[src/rtl/spm_pkg.sv]
// rtl/spm_pkg.sv - shared types and sizing helpers for the spm sequencer
package spm_pkg;

  typedef enum logic [1:0] {
    IDLE  = 2'd0,
    CLEAR = 2'd1,
    RUN   = 2'd2,
    DONE  = 2'd3
  } spm_state_e;

  // Counter must hold 2*width+p_lat-1 without wrapping.
  function automatic int cnt_w(input int width, input int p_lat);
    return $clog2(2 * width + p_lat + 1);
  endfunction

endpackage

[src/rtl/spm_ser_shift.sv]
// rtl/spm_ser_shift.sv - serial-in/parallel-out register, new bit enters at the MSB
module spm_ser_shift #(
  parameter int W = 64
) (
  input  logic         clk,
  input  logic         rst,
  input  logic         shift_en_i,
  input  logic         sin_i,
  output logic [W-1:0] pout_o
);

  logic [W-1:0] sh_q;
  logic [W-1:0] sh_d;

  always_comb begin
    sh_d = sh_q;
    if (shift_en_i) begin
      sh_d = {sin_i, sh_q[W-1:1]};
    end
  end

  always_ff @(posedge clk) begin
    if (rst) begin
      sh_q <= '0;
    end else begin
      sh_q <= sh_d;
    end
  end

  assign pout_o = sh_q;

endmodule

[src/rtl/spm_seq_ctrl.sv]
// rtl/spm_seq_ctrl.sv - sequences one operand pair through the serial-parallel multiplier
module spm_seq_ctrl
  import spm_pkg::*;
#(
  parameter int WIDTH  = 32,
  parameter bit SIGNED = 1'b0,
  parameter int P_LAT  = 1
) (
  input  logic               clk,
  input  logic               rst,
  input  logic               in_valid,
  output logic               in_ready,
  input  logic [WIDTH-1:0]   in_x,
  input  logic [WIDTH-1:0]   in_y,
  output logic               out_valid,
  input  logic               out_ready,
  output logic [2*WIDTH-1:0] out_p,
  output logic               spm_rst,
  output logic [WIDTH-1:0]   spm_x,
  output logic               spm_y,
  input  logic               spm_p
);

  localparam int CW = cnt_w(WIDTH, P_LAT);
  localparam logic [CW-1:0] LAST_C  = CW'(2 * WIDTH + P_LAT - 1);
  localparam logic [CW-1:0] WIDTH_C = CW'(WIDTH);
  localparam logic [CW-1:0] PLAT_C  = CW'(P_LAT);
  localparam logic [CW-1:0] ONE_C   = CW'(1);

  spm_state_e       state_q, state_d;
  logic [CW-1:0]    cnt_q, cnt_d;
  logic [WIDTH-1:0] spm_x_q, spm_x_d;
  logic [WIDTH-1:0] y_sh_q, y_sh_d;
  logic [WIDTH-1:0] y_shr;
  logic             shift_en;

  assign y_shr = y_sh_q >> cnt_q;

  always_comb begin
    state_d   = state_q;
    cnt_d     = cnt_q;
    spm_x_d   = spm_x_q;
    y_sh_d    = y_sh_q;
    in_ready  = 1'b0;
    out_valid = 1'b0;
    spm_y     = 1'b0;
    shift_en  = 1'b0;
    case (state_q)
      IDLE: begin
        in_ready = 1'b1;
        if (in_valid) begin
          spm_x_d = in_x;
          y_sh_d  = in_y;
          state_d = CLEAR;
        end
      end
      CLEAR: begin
        cnt_d   = '0;
        state_d = RUN;
      end
      RUN: begin
        // Upper half of the run extends y with its sign (or zero) bit.
        if (cnt_q < WIDTH_C) begin
          spm_y = y_shr[0];
        end else begin
          spm_y = SIGNED ? y_sh_q[WIDTH-1] : 1'b0;
        end
        shift_en = (cnt_q >= PLAT_C);
        if (cnt_q == LAST_C) begin
          cnt_d   = '0;
          state_d = DONE;
        end else begin
          cnt_d = cnt_q + ONE_C;
        end
      end
      DONE: begin
        out_valid = 1'b1;
        if (out_ready) begin
          state_d = IDLE;
        end
      end
      default: begin
        state_d = IDLE;
      end
    endcase
  end

  always_ff @(posedge clk) begin
    if (rst) begin
      state_q <= IDLE;
      cnt_q   <= '0;
      spm_x_q <= '0;
      y_sh_q  <= '0;
    end else begin
      state_q <= state_d;
      cnt_q   <= cnt_d;
      spm_x_q <= spm_x_d;
      y_sh_q  <= y_sh_d;
    end
  end

  spm_ser_shift #(
    .W(2 * WIDTH)
  ) u_p_sh (
    .clk       (clk),
    .rst       (rst),
    .shift_en_i(shift_en),
    .sin_i     (spm_p),
    .pout_o    (out_p)
  );

  // Reset also clears the CSA array so an aborted run leaves no residue.
  assign spm_rst = rst | (state_q == CLEAR);
  assign spm_x   = spm_x_q;

endmodule
[config.mk]
export PLATFORM = sky130hd
export DESIGN_NAME = spm_seq_ctrl
export DESIGN_NICKNAME = d
export VERILOG_FILES = /design/src/rtl/spm_pkg.sv /design/src/rtl/spm_ser_shift.sv /design/src/rtl/spm_seq_ctrl.sv
export SDC_FILE = /design/constraint.sdc
export NUM_CORES = 1
export LEC_CHECK = 0
export CAP_MARGIN = 5
export CORE_MARGIN = 2
export CORE_UTILIZATION = 60
export CTS_BUF_LIST = sky130_fd_sc_hd__clkbuf_4
export DETAILED_ROUTE_END_ITERATION = 10
export DONT_BUFFER_PORTS = 1
export PLACE_DENSITY = 0.74
export SETUP_SLACK_MARGIN = 0.4
export SYNTH_ARGS = -nofsm -noshare
export SYNTH_HDL_FRONTEND = slang
export SYNTH_SLANG_ARGS = --single-unit
[constraint.sdc]
create_clock -name clk -period 4.9 [get_ports clk]
set_input_delay 0.49 -clock clk [delete_from_list [all_inputs] [get_ports clk]]
set_output_delay 0.49 -clock clk [all_outputs]
set_load 0.02 [all_outputs]
=== Yosys cells after proc, flatten, opt, wreduce, memory -nomap -nowiden ===
Index checks and enable logic that the tools add are counted.

* Register bits: 137
* Word-level logic and storage cells: 32

* Add/subtract/negate cells: 1
* Magnitude comparators: 2
* Equal/unequal tests: 7
* Shift operators: 1
* Multiplexer cells: 11
* Bitwise operators: 1
* Reductions and logical operators: 4

{| class="wikitable"
|+ Operator list
! kind !! number
|-
| $shr 32x7->1 || 1
|-
| $pmux 7 s2 || 1
|-
| $pmux 2 s4 || 1
|-
| $add 7x1->7 const B || 1
|-
| $eq 7x7->1 const B || 1
|-
| $ge 7x1->1 const B || 1
|-
| $lt 7x6->1 const B || 1
|-
| $mux 7 || 1
|-
| $mux 2 || 3
|-
| $ne 2x2->1 const B || 3
|-
| $mux 1 || 5
|-
| $eq 2x2->1 const B || 2
|-
| $reduce_and 3->1 || 1
|-
| $eq 2x1->1 const B || 1
|-
| $logic_not 2->1 || 1
|-
| $reduce_and 2->1 || 1
|-
| $reduce_bool 2->1 || 1
|-
| $or 1x1->1 || 1
|}

=== Depth between registers and ports, before layout ===
* Word-level depth: 3
* Depth in mapped cells: 8
* Depth with buffers taken out: 6

=== Modules after synthesis ===
Synthesis repeated with hierarchy kept, for this count alone.

* Cells, all modules: 569
* Area total of the unflattened synthesis: 5288.8 um2

{| class="wikitable"
|+ Modules (own cells, without submodules)
! module !! instances !! cells an instance !! area an instance (um2)
|-
| spm_seq_ctrl || 1 || 363 || 2997.9
|-
| spm_ser_shift || 1 || 206 || 2290.9
|}

=== Worst setup path before layout ===
Ideal clock, no wire load.

* Path type: register to output
* From: register cnt_q[0]
* To: output spm_y
* Arrival time: 1897 ps
* Data required time: 4410 ps
* Slack: 2513 ps
* Stages on the path, launching flop included: 6
* Path buffers: 1
* Cell sequence: dfxtp_1 -> buf_2 -> or3b_2 -> o221ai_1 -> a211oi_1 -> a211oi_1

* Word-level cells in the longest chain between the ends: 3

{| class="wikitable"
|+ RTL lines
! what !! line !! RTL
|-
| from (decl) || spm_seq_ctrl.sv:31 || <nowiki>logic [CW-1:0] cnt_q, cnt_d;</nowiki>
|-
| from (signal assigned) || spm_seq_ctrl.sv:96 || <nowiki>cnt_q <= cnt_d;</nowiki>
|-
| $shr 32x7->1 or $lt 7x6->1 (tied branches) || spm_seq_ctrl.sv:37, spm_seq_ctrl.sv:63 ||
|-
| $mux 1 (*) || spm_seq_ctrl.sv:63 || <nowiki>if (cnt_q < WIDTH_C) begin</nowiki>
|-
| $mux 1 (*) || spm_seq_ctrl.sv:48 || <nowiki>case (state_q)</nowiki>
|-
| to (decl) || spm_seq_ctrl.sv:20 || <nowiki>output logic spm_y,</nowiki>
|}

Mark *: on every way between the ends. The rest lies on a longest branch, timed or not.

=== Worst setup path in the final report ===
Ends and elaborated chain as after synthesis.

==> results.cfg <==
[run_status]
outcome = complete, no violations

[timing]
fin_tns_setup_ns = 0
finClkSkew_ns = 0.0175
min_period_over_period_pct = 64.9
rsz0062_at_grt = no
slew_headroom_pct = 26.3
max_clock_freq_mhz = 315
hold_viol = 0
tightestPinTransition_ns = 1.10
hold_ws_ns = 0.0634
final_max_slew_viol_count = 0
setup_viol = 0
layout_min_cycle_time_ns = 3.18

[placed_design]
hpwl_um = 7260
gp_congestion = 0.778
place_area_um2 = 5360
dp_cells = 704
io_buffers = 0

[synth]
synth-edff-count = 0
yosys-top-cells-count = nand2_1, dfxtp_1, a21oi_1
synth_top_cell_area_share_pct = 50.5
synth_area_um2 = 5430
synth_area_per_cell_um2 = 8.49
yosysWarnings = 0
ys_seq_elements = 137
synth_top_cell_by_area = dfxtp_1
synth_cells = 640
syn_nets = 716
synth_seq_area_share_pct = 50.5
async_reset_ff_share_pct = 0
yosysMostFrequentCell = nand2_1
synth_cell_type_count = 38
synth_flop_cell = dfxtp_1
ys_top_cells_by_area = dfxtp_1, nand2_1, a21oi_2

[setup_path]
critPathLaunchType = flop
worstPathRequired_ns = 4.41
crit_type = flop to output port
cp.arrival_ns = 2.69
timing.rr.start = cnt_q[1]
critPathLaunch = cnt_q[0]
end_kind = output port
r2r_end = u_p_sh.pout_o[34]
crit_fanout = 13
r2r_slack_ns = 2.60
r2r_cells = 6

[floorplan]
ioPinCount = 169
die_w_um = 99.2
dieArea_um2 = 9830
start_util_pct = 62.0
num_rows = 34
fp.dieH_um = 99.2
core_area_um2 = 8760

[drt]
ant_nets = 0
wl_per_cell_um = 15.1
totalWireLength_um = 11100
drtIter0Drc = 125
num_vias = 4105
vias_per_cell = 5.58
dr.pass1.iters = 4
drc_errors = 0

[global_route]
grt_max_degree = 134
grt_pass1_wl_um = 18100
grt.total_usage_pct = 22.3
gr-total-overflow = 0
antenna_found_initial = 0
grt_pass1_vias = 3915

[cts]
cts_buffers = 17
clock_latency_ns = 0.49
cts_tree = yes
root_buffer = clkbuf_4
htree_levels = 4
path_clk_slew_ns = 0.11
cts_resized = 0
clock_path_buffers = 2
post_cts_buffers = 0
cts_num_sinks = 137

[power_and_ir_drop]
power_density_nw_per_um2 = 437
worst_ir_drop_vdd_mv = 0.297
p_leak_nw = 1.81

[hold_path]
hold_path_class = input pin to flop
whs_path_depth = 1
holdPathEnd = spm_x[12]
holdCritStartpoint = rst

[finish]
diodes = 0
drive_gt1_share_pct = 17.2
area_growth_pct = 3.29
final_util_pct = 64.0
finish.instance_area_um2 = 5610
finalNonFillerCells = 736
fill_cells = 797
nets = 692

[flow_run]
cap_violations = 0
==> layout by cell type, fill, tap and decap left out, types with 2 or more instances in the layout <==
master / n
nand2_1: 258
dfxtp_1: 137
a21oi_1: 70
a21oi_2: 60
clkbuf_4: 18
nor2_1: 10
ha_1: 7
mux4_2: 6
inv_1: 4
mux2i_1: 4
clkinv_2: 4
nand2_2: 3
nand2b_1: 3
nand4_1: 3
xnor2_1: 3
xor2_1: 3
clkinvlp_4: 3
nor2b_1: 2
a211oi_1: 2
nand3_1: 2
clkinv_4: 2
clkinv_1: 2
buf_4: 2
==> how the worst max path moves through the flow <==
stage | depth (start not counted) | to
3_3_place_gp | 4 | spm_y
5_1_grt | 4 | spm_y
3_5_place_dp | 4 | spm_y
4_1_cts | 4 | spm_y
6_report | 4 | spm_y
2_1_floorplan | 5 | spm_y
==> critical path, stage by stage, from the launching register on <==
cell,delay [ns]
dfxtp_1,0.75
or3b_2,0.51
o22ai_1,0.20
a311oi_1,0.07
a211oi_1,0.69
==> state kept, by name, indices dropped and copies added, names as in the netlist <==
register       cells
u_p_sh.pout_o     64
state_q            2
y_sh_q            32
spm_x             32
cnt_q              7
==> layout make-up <==
class	instances	area, um^2	area share, %
flip-flops and latches	137	2740	48.9
multi-input cells	453	2450	43.7
repair buffers	3	25.0	0.446
well taps	108	135	2.41
clock inverters	13	106	1.90
inverters	4	15.0	0.268
clock buffers	18	135	2.41
==> metal layers <==
metal | global-route usage [%] | wire (um) | part of all wire (%)
met1 | 26.7 | 4600 | 41
met2 | 37.3 | 5340 | 48
met3 | 8.57 | 1020 | 9.2
met4 | 6.95 | 139 | 1.3
met5 | 0 | 0 | 0
==> cell families after synthesis <==
| kind of cell | count (synthesis) | synth area share, % |
|---|---|---|
| buffers and inverters | 50 | 4.47 |
| muxes | 10 | 3.22 |
| xor gates and xnor gates | 6 | 0.967 |
| AOI/OAI and AO/OA | 143 | 18.3 |
| adders and majority gates | 7 | 1.61 |
| and+or+nand+nor | 287 | 20.9 |
| DFF | 137 | 50.5 |
==> power by group <==
part           leakage (nW)  internal [W]  switching [W]
Sequential             1.11       0.00122       0.000133
Clock                 0.129      0.000250       0.000391
Combinational         0.564      0.000151       0.000308
==> per-stage QoR <==
step,power (W),worst slack [ns]
2_1_floorplan,0.00178,2.51
3_3_place_gp,0.00182,2.29
3_5_place_dp,0.00184,2.21
4_1_cts,0.00248,1.66
5_1_grt,0.00259,1.53
6_report,0.00245,1.72
==> timing repair <==
| action | in CTS | in global routing |
|---|---|---|
| hold buffers | 0 | 1 |
| hold endpoints to repair | 0 | 1 |
| endpoints found under the setup margin | 0 | 0 |
No activity file was read; power rests on OpenSTA's default activity.
